$ cat config.mk
export PLATFORM = sky130hd
export DESIGN_NAME = uart_tx_sched
export DESIGN_NICKNAME = d
export VERILOG_FILES = /design/src/rtl/uart_pkg.sv /design/src/rtl/uart_rr_arbiter.sv /design/src/rtl/uart_tx_sched.sv
export SDC_FILE = /design/constraint.sdc
export NUM_CORES = 1
export LEC_CHECK = 0
export CAP_MARGIN = 20
export CORE_MARGIN = 2
export CORE_UTILIZATION = 58
export CTS_BUF_LIST = sky130_fd_sc_hd__clkbuf_16
export CTS_CLUSTER_SIZE = 12
export DETAILED_ROUTE_END_ITERATION = 8
export HOLD_SLACK_MARGIN = 0.12
export PLACE_DENSITY = 0.83
export SYNTH_ARGS = -nofsm -noshare
export SYNTH_HDL_FRONTEND = slang
export SYNTH_SLANG_ARGS = --single-unit
$ cat constraint.sdc
create_clock -name sys_clk -period 8.2 [get_ports sys_clk]
set_input_delay 1.64 -clock sys_clk [delete_from_list [all_inputs] [get_ports sys_clk]]
set_output_delay 1.64 -clock sys_clk [all_outputs]
set_load 0.02 [all_outputs]
$ cat src/rtl/uart_pkg.sv
`default_nettype none
// ============================================================================
//  Module      : uart_pkg
//  Description : Shared types and constants for the UART transmit scheduler.
//                Holds the scheduler state encoding, the byte / burst-counter /
//                hold-timer widths, parameter range limits and small helpers.
//  Ports       : none (package)
//  Revision    : 1.0 - initial release
// ============================================================================
package uart_pkg;

    typedef enum logic [1:0] {
        IDLE = 2'd0,
        SEND = 2'd1,
        WAIT = 2'd2,
        HOLD = 2'd3
    } state_t;

    localparam int c_byte_w  = 8;
    localparam int c_cnt_w   = 8;
    localparam int c_timer_w = 16;

    localparam int c_req_min     = 2;
    localparam int c_req_max     = 4;
    localparam int c_burst_max   = 255;
    localparam int c_timeout_max = 65535;

    // True when all scheduler parameters are inside their supported ranges.
    function automatic bit params_ok(input int n_req, input int burst_max,
                                     input int hold_timeout);
        return (n_req >= c_req_min) && (n_req <= c_req_max) &&
               (burst_max >= 1) && (burst_max <= c_burst_max) &&
               (hold_timeout >= 1) && (hold_timeout <= c_timeout_max);
    endfunction

    // Width of a requester index; never less than one bit.
    function automatic int idx_width(input int n_req);
        return (n_req > 2) ? $clog2(n_req) : 1;
    endfunction

endpackage
`default_nettype wire

$ cat src/rtl/uart_rr_arbiter.sv
`default_nettype none
// ============================================================================
//  Module      : uart_rr_arbiter
//  Description : Combinational round-robin pick. Selects the first asserted
//                request strictly after last_owner, wrapping around.
//  Ports       : req        - request vector, one bit per requester
//                last_owner - index of the most recent owner
//                pick       - one-hot winner (zero when no request)
//                pick_idx   - binary index of the winner
//                any        - at least one request is asserted
//  Revision    : 1.0 - initial release
// ============================================================================
module uart_rr_arbiter
    import uart_pkg::*;
#(
    parameter int  N_REQ   = 3,
    localparam int c_idx_w = idx_width(N_REQ)
) (
    input  logic [N_REQ-1:0]   req,
    input  logic [c_idx_w-1:0] last_owner,
    output logic [N_REQ-1:0]   pick,
    output logic [c_idx_w-1:0] pick_idx,
    output logic               any
);

    // One extra bit so last_owner + offset cannot overflow before the wrap.
    localparam logic [c_idx_w:0] c_n = (c_idx_w + 1)'(N_REQ);

    logic [c_idx_w:0]   w_sum;
    logic [c_idx_w-1:0] w_sel;
    logic               w_found;

    always_comb begin
        pick     = '0;
        pick_idx = '0;
        any      = |req;
        w_sum    = '0;
        w_sel    = '0;
        w_found  = 1'b0;
        // Offsets 1..N_REQ visit every requester once, the previous owner last.
        for (int off = 1; off <= N_REQ; off++) begin
            w_sum = {1'b0, last_owner} + (c_idx_w + 1)'(off);
            if (w_sum >= c_n) begin
                w_sum = w_sum - c_n;
            end
            w_sel = w_sum[c_idx_w-1:0];
            if (!w_found && req[w_sel]) begin
                w_found     = 1'b1;
                pick[w_sel] = 1'b1;
                pick_idx    = w_sel;
            end
        end
    end

endmodule
`default_nettype wire

$ cat src/rtl/uart_tx_sched.sv
`default_nettype none
// ============================================================================
//  Module      : uart_tx_sched
//  Description : Shares one UART transmit path among N_REQ byte-stream
//                requesters. Grants round-robin, keeps the grant for a whole
//                message, forces rotation after BURST_MAX bytes and revokes a
//                stalled grant after HOLD_TIMEOUT idle cycles.
//  Ports       : sys_clk   - clock, rising edge
//                sys_rst   - synchronous reset, active low
//                en        - enable; low blocks new grants
//                req_valid / req_data / req_last - per-requester byte stream
//                req_ready - one-cycle accept pulse to the owner
//                grant     - one-hot owner, zero when idle
//                tx_data / tx_wr - byte and strobe to the transceiver
//                tx_done   - end-of-stop-bit pulse from the transceiver
//                busy      - scheduler not idle
//  Revision    : 1.0 - initial release
// ============================================================================
module uart_tx_sched
    import uart_pkg::*;
#(
    parameter int N_REQ        = 3,
    parameter int BURST_MAX    = 16,
    parameter int HOLD_TIMEOUT = 1024
) (
    input  logic                  sys_clk,
    input  logic                  sys_rst,
    input  logic                  en,
    input  logic [N_REQ-1:0]      req_valid,
    input  logic [8*N_REQ-1:0]    req_data,
    input  logic [N_REQ-1:0]      req_last,
    output logic [N_REQ-1:0]      req_ready,
    output logic [N_REQ-1:0]      grant,
    output logic [c_byte_w-1:0]   tx_data,
    output logic                  tx_wr,
    input  logic                  tx_done,
    output logic                  busy
);

    localparam int                   c_idx_w  = idx_width(N_REQ);
    localparam logic [c_cnt_w-1:0]   c_burst  = c_cnt_w'(BURST_MAX);
    localparam logic [c_timer_w-1:0] c_hold   = c_timer_w'(HOLD_TIMEOUT);
    localparam logic [c_idx_w-1:0]   c_last_i = c_idx_w'(N_REQ - 1);

    generate
        if (!params_ok(N_REQ, BURST_MAX, HOLD_TIMEOUT)) begin : g_param_check
            $error("uart_tx_sched: parameter out of supported range");
        end
    endgenerate

    state_t               r_state;
    state_t               w_state_next;
    logic [c_idx_w-1:0]   r_owner;
    logic [c_idx_w-1:0]   r_last_owner;
    logic [c_cnt_w-1:0]   r_byte_cnt;
    logic [c_timer_w-1:0] r_timer;
    logic                 r_last_q;
    logic [N_REQ-1:0]     r_grant;
    logic [N_REQ-1:0]     r_req_ready;
    logic [c_byte_w-1:0]  r_tx_data;
    logic                 r_tx_wr;
    logic                 r_busy;

    logic [N_REQ-1:0]     w_pick;
    logic [c_idx_w-1:0]   w_pick_idx;
    logic                 w_any;
    logic                 w_owner_valid;
    logic                 w_owner_last;
    logic [c_byte_w-1:0]  w_owner_data;
    logic                 w_burst_done;
    logic [c_timer_w-1:0] w_timer_inc;
    logic                 w_hold_expired;
    logic                 w_start;
    logic                 w_release;

    uart_rr_arbiter #(
        .N_REQ (N_REQ)
    ) u_arb (
        .req        (req_valid),
        .last_owner (r_last_owner),
        .pick       (w_pick),
        .pick_idx   (w_pick_idx),
        .any        (w_any)
    );

    assign w_owner_valid = req_valid[r_owner];
    assign w_owner_last  = req_last[r_owner];
    assign w_owner_data  = req_data[8*r_owner +: 8];
    assign w_burst_done  = (r_byte_cnt == c_burst);
    assign w_timer_inc   = (r_timer == c_hold) ? r_timer : r_timer + 1'b1;
    // Compare the incremented value so HOLD lasts exactly HOLD_TIMEOUT cycles.
    assign w_hold_expired = (w_timer_inc == c_hold);

    always_ff @(posedge sys_clk) begin
        if (!sys_rst) begin
            r_state <= IDLE;
        end else begin
            r_state <= w_state_next;
        end
    end

    always_comb begin
        w_state_next = r_state;
        w_start      = 1'b0;
        w_release    = 1'b0;
        case (r_state)
            IDLE: begin
                if (en && w_any) begin
                    w_state_next = SEND;
                    w_start      = 1'b1;
                end
            end
            SEND: begin
                w_state_next = WAIT;
            end
            WAIT: begin
                // Only tx_done moves us on; a disable arriving with it releases.
                if (tx_done) begin
                    if (r_last_q || w_burst_done || !en) begin
                        w_state_next = IDLE;
                        w_release    = 1'b1;
                    end else if (w_owner_valid) begin
                        w_state_next = SEND;
                    end else begin
                        w_state_next = HOLD;
                    end
                end
            end
            HOLD: begin
                if (w_owner_valid && en) begin
                    w_state_next = SEND;
                end else if (!en || w_hold_expired) begin
                    w_state_next = IDLE;
                    w_release    = 1'b1;
                end
            end
            default: begin
                w_state_next = IDLE;
            end
        endcase
    end

    always_ff @(posedge sys_clk) begin
        if (!sys_rst) begin
            r_owner      <= '0;
            r_last_owner <= c_last_i;
            r_byte_cnt   <= '0;
            r_timer      <= '0;
            r_last_q     <= 1'b0;
            r_grant      <= '0;
            r_req_ready  <= '0;
            r_tx_data    <= '0;
            r_tx_wr      <= 1'b0;
            r_busy       <= 1'b0;
        end else begin
            r_tx_wr     <= 1'b0;
            r_req_ready <= '0;
            r_busy      <= (w_state_next != IDLE);

            if (w_start) begin
                r_grant    <= w_pick;
                r_owner    <= w_pick_idx;
                r_byte_cnt <= '0;
            end

            // Strobe, data and accept are registered out of the SEND cycle.
            if (r_state == SEND) begin
                r_tx_wr     <= 1'b1;
                r_tx_data   <= w_owner_data;
                r_req_ready <= r_grant;
                r_last_q    <= w_owner_last;
                r_byte_cnt  <= r_byte_cnt + 1'b1;
            end

            if (r_state == HOLD) begin
                r_timer <= w_timer_inc;
            end else if (w_state_next == HOLD) begin
                r_timer <= '0;
            end

            if (w_release) begin
                r_last_owner <= r_owner;
                r_grant      <= '0;
            end
        end
    end

    assign req_ready = r_req_ready;
    assign grant     = r_grant;
    assign tx_data   = r_tx_data;
    assign tx_wr     = r_tx_wr;
    assign busy      = r_busy;

endmodule
`default_nettype wire

# Word-level counts from Yosys, hierarchy flattened
# Index checks and enable logic that the tools add are counted.
op_classes:
  n_eq_ne: 7
  reduce_logical: 20
  order_cmp: 10
  bitwise_logic: 3
  mux: 47
  addsub: 8
  n_shift: 1
op_table:
  columns: ["operator", "n"]
  rows:
  - ["16-bit two-way mux", 3]
  - ["16-bit by 11-bit == test with 1-bit output, second input constant", 2]
  - ["2-bit two-way mux", 12]
  - ["24-bit by 6-bit variable part select with 8-bit output", 1]
  - ["1-bit two-way mux", 17]
  - ["16-bit by 1-bit adder with 16-bit output, second input constant", 1]
  - ["8-bit two-way mux", 2]
  - ["2-bit by 3-bit less-than comparator with 1-bit output, second input constant", 4]
  - ["1-bit binary-select mux with 2-bit select", 5]
  - ["3-bit by 2-bit greater-or-equal comparator with 1-bit output, second input constant", 3]
  - ["3-bit two-way mux", 3]
  - ["8-bit by 1-bit adder with 8-bit output, second input constant", 1]
  - ["8-bit by 5-bit == test with 1-bit output, second input constant", 1]
  - ["2-bit case mux with 4 select lines", 1]
  - ["1-bit logical AND", 7]
  - ["2-bit by 2-bit adder with 3-bit output, second input constant", 2]
  - ["1-bit demux with 2-bit select", 3]
  - ["2-bit == test, second input constant", 3]
  - ["2-bit by 1-bit greater-or-equal comparator with 1-bit output, second input constant", 3]
  - ["3-bit bitwise OR", 2]
  - ["2-bit nonzero test", 3]
  - ["2-bit subtractor, second input constant", 3]
  - ["2-bit by 1-bit adder with 3-bit output, second input constant", 1]
  - ["1-bit logical NOT", 3]
  - ["other kinds (8)", 10]
word_totals:
  word_cells: 107
  output_inout_bits: 16
  regBits: 47
  in_bits: 34

# Longest topological paths before layout
logic_depth:
  word_depth: 12
  ltp_mapped: 10
  depth_no_buf: 9

# Modules after synthesis
# A second synthesis with hierarchy kept.
unflattened:
  cells_unflattened: 378
  hier_area_um2: 3032.9
by_module_without_submodules:
  columns: ["module", "cells_each", "area_each_um2", "instances", "seq_area_each_um2"]
  rows:
  - ["uart_tx_sched", 335, 2725.1, 1, 940.9]
  - ["uart_rr_arbiter", 43, 307.8, 1, 0.0]

# Worst setup path after synthesis
# No wires, ideal clock.
synth_path:
  path_type: "input to register"
  startpoint: "input req_valid[0]"
  endpoint: "register r_timer[3]"
  n_path_buf: 2
  setup_time_ns: 0.075
  t_required_ns: 8.125
  arrival_time_ns: 3.432
  stages: 9
  path_slack_ns: 4.693
  cell_sequence: "or3_1 -> and3_1 -> clkbuf_1 -> a311o_1 -> a21oi_1 -> nor4b_2 -> o211ai_2 -> buf_6 -> o22ai_2"
synth_via:
  elab_chain_len: 8
  elab_cells_between_ends: 13
  classes_between: "eq/ne: 1; mux: 8; reduce/logical: 4"
synth_rtl:
  columns: ["element", "line", "source"]
  rows:
  - ["start: declaration", "uart_tx_sched.sv:29", "input logic [N_REQ-1:0] req_valid,"]
  - ["1-bit binary-select mux with 2-bit select", "uart_tx_sched.sv:86", "assign w_owner_valid = req_valid[r_owner];"]
  - ["1-bit two-way mux (not written as such)", "uart_tx_sched.sv:86", null]
  - ["2-bit two-way mux", "uart_tx_sched.sv:122", "end else if (w_owner_valid) begin"]
  - ["2-bit two-way mux", "uart_tx_sched.sv:119", "if (r_last_q || w_burst_done || !en) begin"]
  - ["2-bit two-way mux", "uart_tx_sched.sv:118", "if (tx_done) begin"]
  - ["2-bit case mux with 4 select lines (*)", "uart_tx_sched.sv:106", "case (r_state)"]
  - ["2-bit == test (*)", "uart_tx_sched.sv:177", "end else if (w_state_next == HOLD) begin"]
  - ["2-bit nonzero test (no line) (*)", null, null]
  - ["end signal: assignment", "uart_tx_sched.sv:176", "r_timer <= w_timer_inc;"]
  - ["end: declaration", "uart_tx_sched.sv:56", "logic [c_timer_w-1:0] r_timer;"]
# Mark *: on every way between the ends. The rest lies on a longest branch, timed or not. The select of a mux whose other input is x is not followed.
# A chain may end at the register's enable or synchronous reset.

# Worst setup path in the final report
layout_path:
  startpoint: "input req_valid[2]"
  endpoint: "register r_timer[12]"
# The elaborated chain is that of the path after synthesis.

==> impl_results.md <==
* Status: completed
* PnR worst setup slack at just under 4 ns
* Largest net degree at the start of global routing at 26
* Syn_area_per_cell at just under 8 µm²
* Area grow syn2layout at 19.4%
* CTS Root Cell: clkbuf_16
* Xor and xnor area share after synthesis at 0.0112
* Slew @ Worst Pin at about 1.1 ns
* Number of H-tree levels at 2
* IR drop worst, VDD at 0.0842 mV
* Resized Gates After CTS at 0
* Post-synthesis mux area share at 0.0586
* Largest family of logic cells by synthesized area: simple AND/OR/NAND/NOR gates
* Share of cells above drive strength 1 at 0.0753
* Final instance area at roughly 3700 µm²
* Syn Nets at 438
* Main synth FF type: dfxtp_1
* Setup Fix Bufs, Post-CTS at 0
* Fmax at around 0.24 GHz
* Rel. slew slack at 0.272
* Final hold violations at 0
* Height of the die at roughly 77 µm
* Worst-skew pair later-pin latency at about 0.29 ns
* Max cap viols at 0
* Highest-count cells in the layout ignoring fill and taps: 49 x clkdlybuf4s50_1, 48 x nor2_1, 47 x dfxtp_1, 28 x inv_1, 25 x nand2_1
* Clock Sink Count at 47
* Worst Setup SP: req_valid[2]
* IO Count at 50
* Max Slew Vio Count at 0
* Syn Inst Count at 394
* Post-route ant nets at 0
* WP data required at 8.32 ns
* Yosys cell types at 59
* Critical path fanouts, max at 16
* Nets at 468
* Critical Path Sink Type: flip-flop
* Global-route wire length before repair at 12.9 mm
* Vias in the first global route at just under 3000
* Total CTS buffers at 5
* RR Startpoint: r_timer[0]
* Quantity of hold-fixing buffers added after cts at 0
* Die footprint at 5980 µm²
* GR Util All Layers at 0.258
* Critical hold path startpoint: tx_data[0]
* Clock transition at the registers of the reported paths at 0.06 ns
* Worst Path Arrival at 4.35 ns
* Fin cells at just under 500
* Gp weighted congestion at ~0.92
* Sequential-to-total area share from yosys stat at 0.302
* Fraction of registers with async set/reset at 0
* Largest area contributor in the netlist: dfxtp_1
* Setup Skew at 0.0101 ns
* Part of the power in the clock network at 0.348
* Synth Area in Compound Gates at 0.239
* Worst Setup Path Type: in -> reg
* Die width at approximately 77 µm
* Initial antenna violation count at 0
* ANT cells at 0
* Leak at between 1 and 1.5 nW
* Post-synth top area share at 0.302
* Sw Ratio at 0.283
* Logic gate share of total power at 0.208
* Int Pwr at a little over 0.4 mW
* CP startpoint kind: input pin
* Top cells by area, synth: dfxtp_1 30%, nor2_1 5.8%, mux2i_1 5.1%
* Port Buf Inserts at between 40 and 50
* CTS tree: built
* Seq pwr share at 0.444
* Iter 0 DRT Violations at between 150 and 200
* Pre-antenna DRT Iters at 4
* DR vias at around 3000
* Final setup viols at 0
* Synth Area in Adders at 0.0401
* Maximum clock path buffer count at 2
* GR Overflow Total at 0
* Post-Syn Area at 3120 µm²
* Cell area after placement at between 3000 and 4000 µm²
* DP HPWL at about 5.6 mm
* # DRC at 0
* Psw at ~0.16 mW
* Fin Setup TNS at 0 ns
* Placed Cells at 487
* Synth warnings at 0
* Site row count at 26
* Core ar. at 5140 µm²
* Post-synthesis simple-gate area fraction at 0.278
* Final worst-path cycle share at 0.516
* WL final at about 7.4 mm
* Routed wire per std cell at 14.9 µm
* Pre-CTS WS at about 3.7 ns
* Initial Util at 0.607
* Final min period at around 4.2 ns
* Via/cell ratio at 6.10
* Hold WC Path Type: reg -> reg
* #FFs+latches synth at 47
* Unrepaired setup endpoints after global routing: no
* Post-synth EDFFs at 0
* Power per cell area at ~150 nW/µm²
* Most common cell after layout, fill and taps aside: clkdlybuf4s50_1
## kinds of logic (layout without fill, tap and decap cells)
| logic type | count (synthesis) | count (layout) |
|---|---|---|
| AOI/OAI and AO/OA | 95 | 95 |
| DFF | 47 | 47 |
| xor gates and xnor gates | 4 | 4 |
| muxes | 18 | 18 |
| and+or+nand+nor | 166 | 166 |
| buffers and inverters | 54 | 85 |
| adders and majority gates | 10 | 10 |
## layout make-up
class                   count  area, µm²
multi-input cells         293       1950
flip-flops and latches     47        941
inverters                  27        101
fillers                   427       1420
repair buffers             50        498
well taps                  70       87.6
clock inverters             3       16.3
clock buffers               5        125
## final timing paths
| check | endpoint | slack [ns] | cells past startpoint |
|---|---|---|---|
| max reg2reg | r_timer[12] | 4.86 | 8 |
| min | tx_data[0] | 0.49 | 2 |
| max | r_timer[12] | 3.97 | 8 |
| min reg2reg | tx_data[0] | 0.49 | 2 |
## flip-flops by register name, summed over array words and instances, names as in the netlist
register and flops:
r_last_owner 2, r_last_q 1, r_byte_cnt 8, busy 1
r_timer 16, req_ready 3, grant 3, r_state 2
tx_wr 1, r_owner 2, tx_data 8
## power groups by stage
| stage | clock network (mW) | registers [mW] | logic (mW) |
|---|---|---|---|
| 3_3_place_gp | 0 | 0.256 | 0.115 |
| 5_1_grt | 0.208 | 0.254 | 0.129 |
| 4_1_cts | 0.199 | 0.252 | 0.118 |
| 3_5_place_dp | 0 | 0.257 | 0.118 |
| 2_1_floorplan | 0 | 0.260 | 0.0693 |
| 6_report | 0.197 | 0.252 | 0.118 |
## metrics by stage
step                utilization  hold WS, ns  power [mW]
finish                    0.724        0.495       0.566
global route              0.724        0.513       0.590
CTS                       0.724        0.497       0.568
detailed placement        0.697        0.489       0.374
global placement          0.697        0.479       0.371
floorplan                     -        0.465       0.329
## synth_stat cells (3+ instances only)
master,number
nor2b_1,4
nand2b_1,5
ha_1,10
clkbuf_1,18
and3_1,9
mux2i_1,16
inv_1,27
xnor2_1,4
nand3_1,18
nand4_1,10
o31a_1,3
o211ai_2,10
a31oi_1,3
nand2_1,25
or4_1,7
or3_1,5
a211oi_1,12
nor2_1,48
o211ai_1,11
o21ai_0,15
dfxtp_1,47
buf_2,4
nor3_1,16
nor4_1,4
a21oi_1,16
## per-layer routing
| layer | track usage | up-vias | routed length (µm) | part of all wire |
|---|---|---|---|---|
| met5 | 0 | - | 0 | 0 |
| met4 | 0.0946 | 0 | 167 | 0.023 |
| met3 | 0.0612 | 18 | 547 | 0.074 |
| met2 | 0.444 | 121 | 3640 | 0.49 |
| met1 | 0.310 | 1375 | 3030 | 0.41 |
| li1 | - | 1504 | - | - |
## worst max-delay path, stage by stage
cell and delay, ns:
clkdlybuf4s50_1 0.62, mux2i_1 0.14, o21ai_0 0.47, a311o_1 0.24, a21oi_1 0.09, nor4b_2 0.19
o211ai_2 0.77, o21ai_0 0.19
No activity file was read; power rests on OpenSTA's default activity.
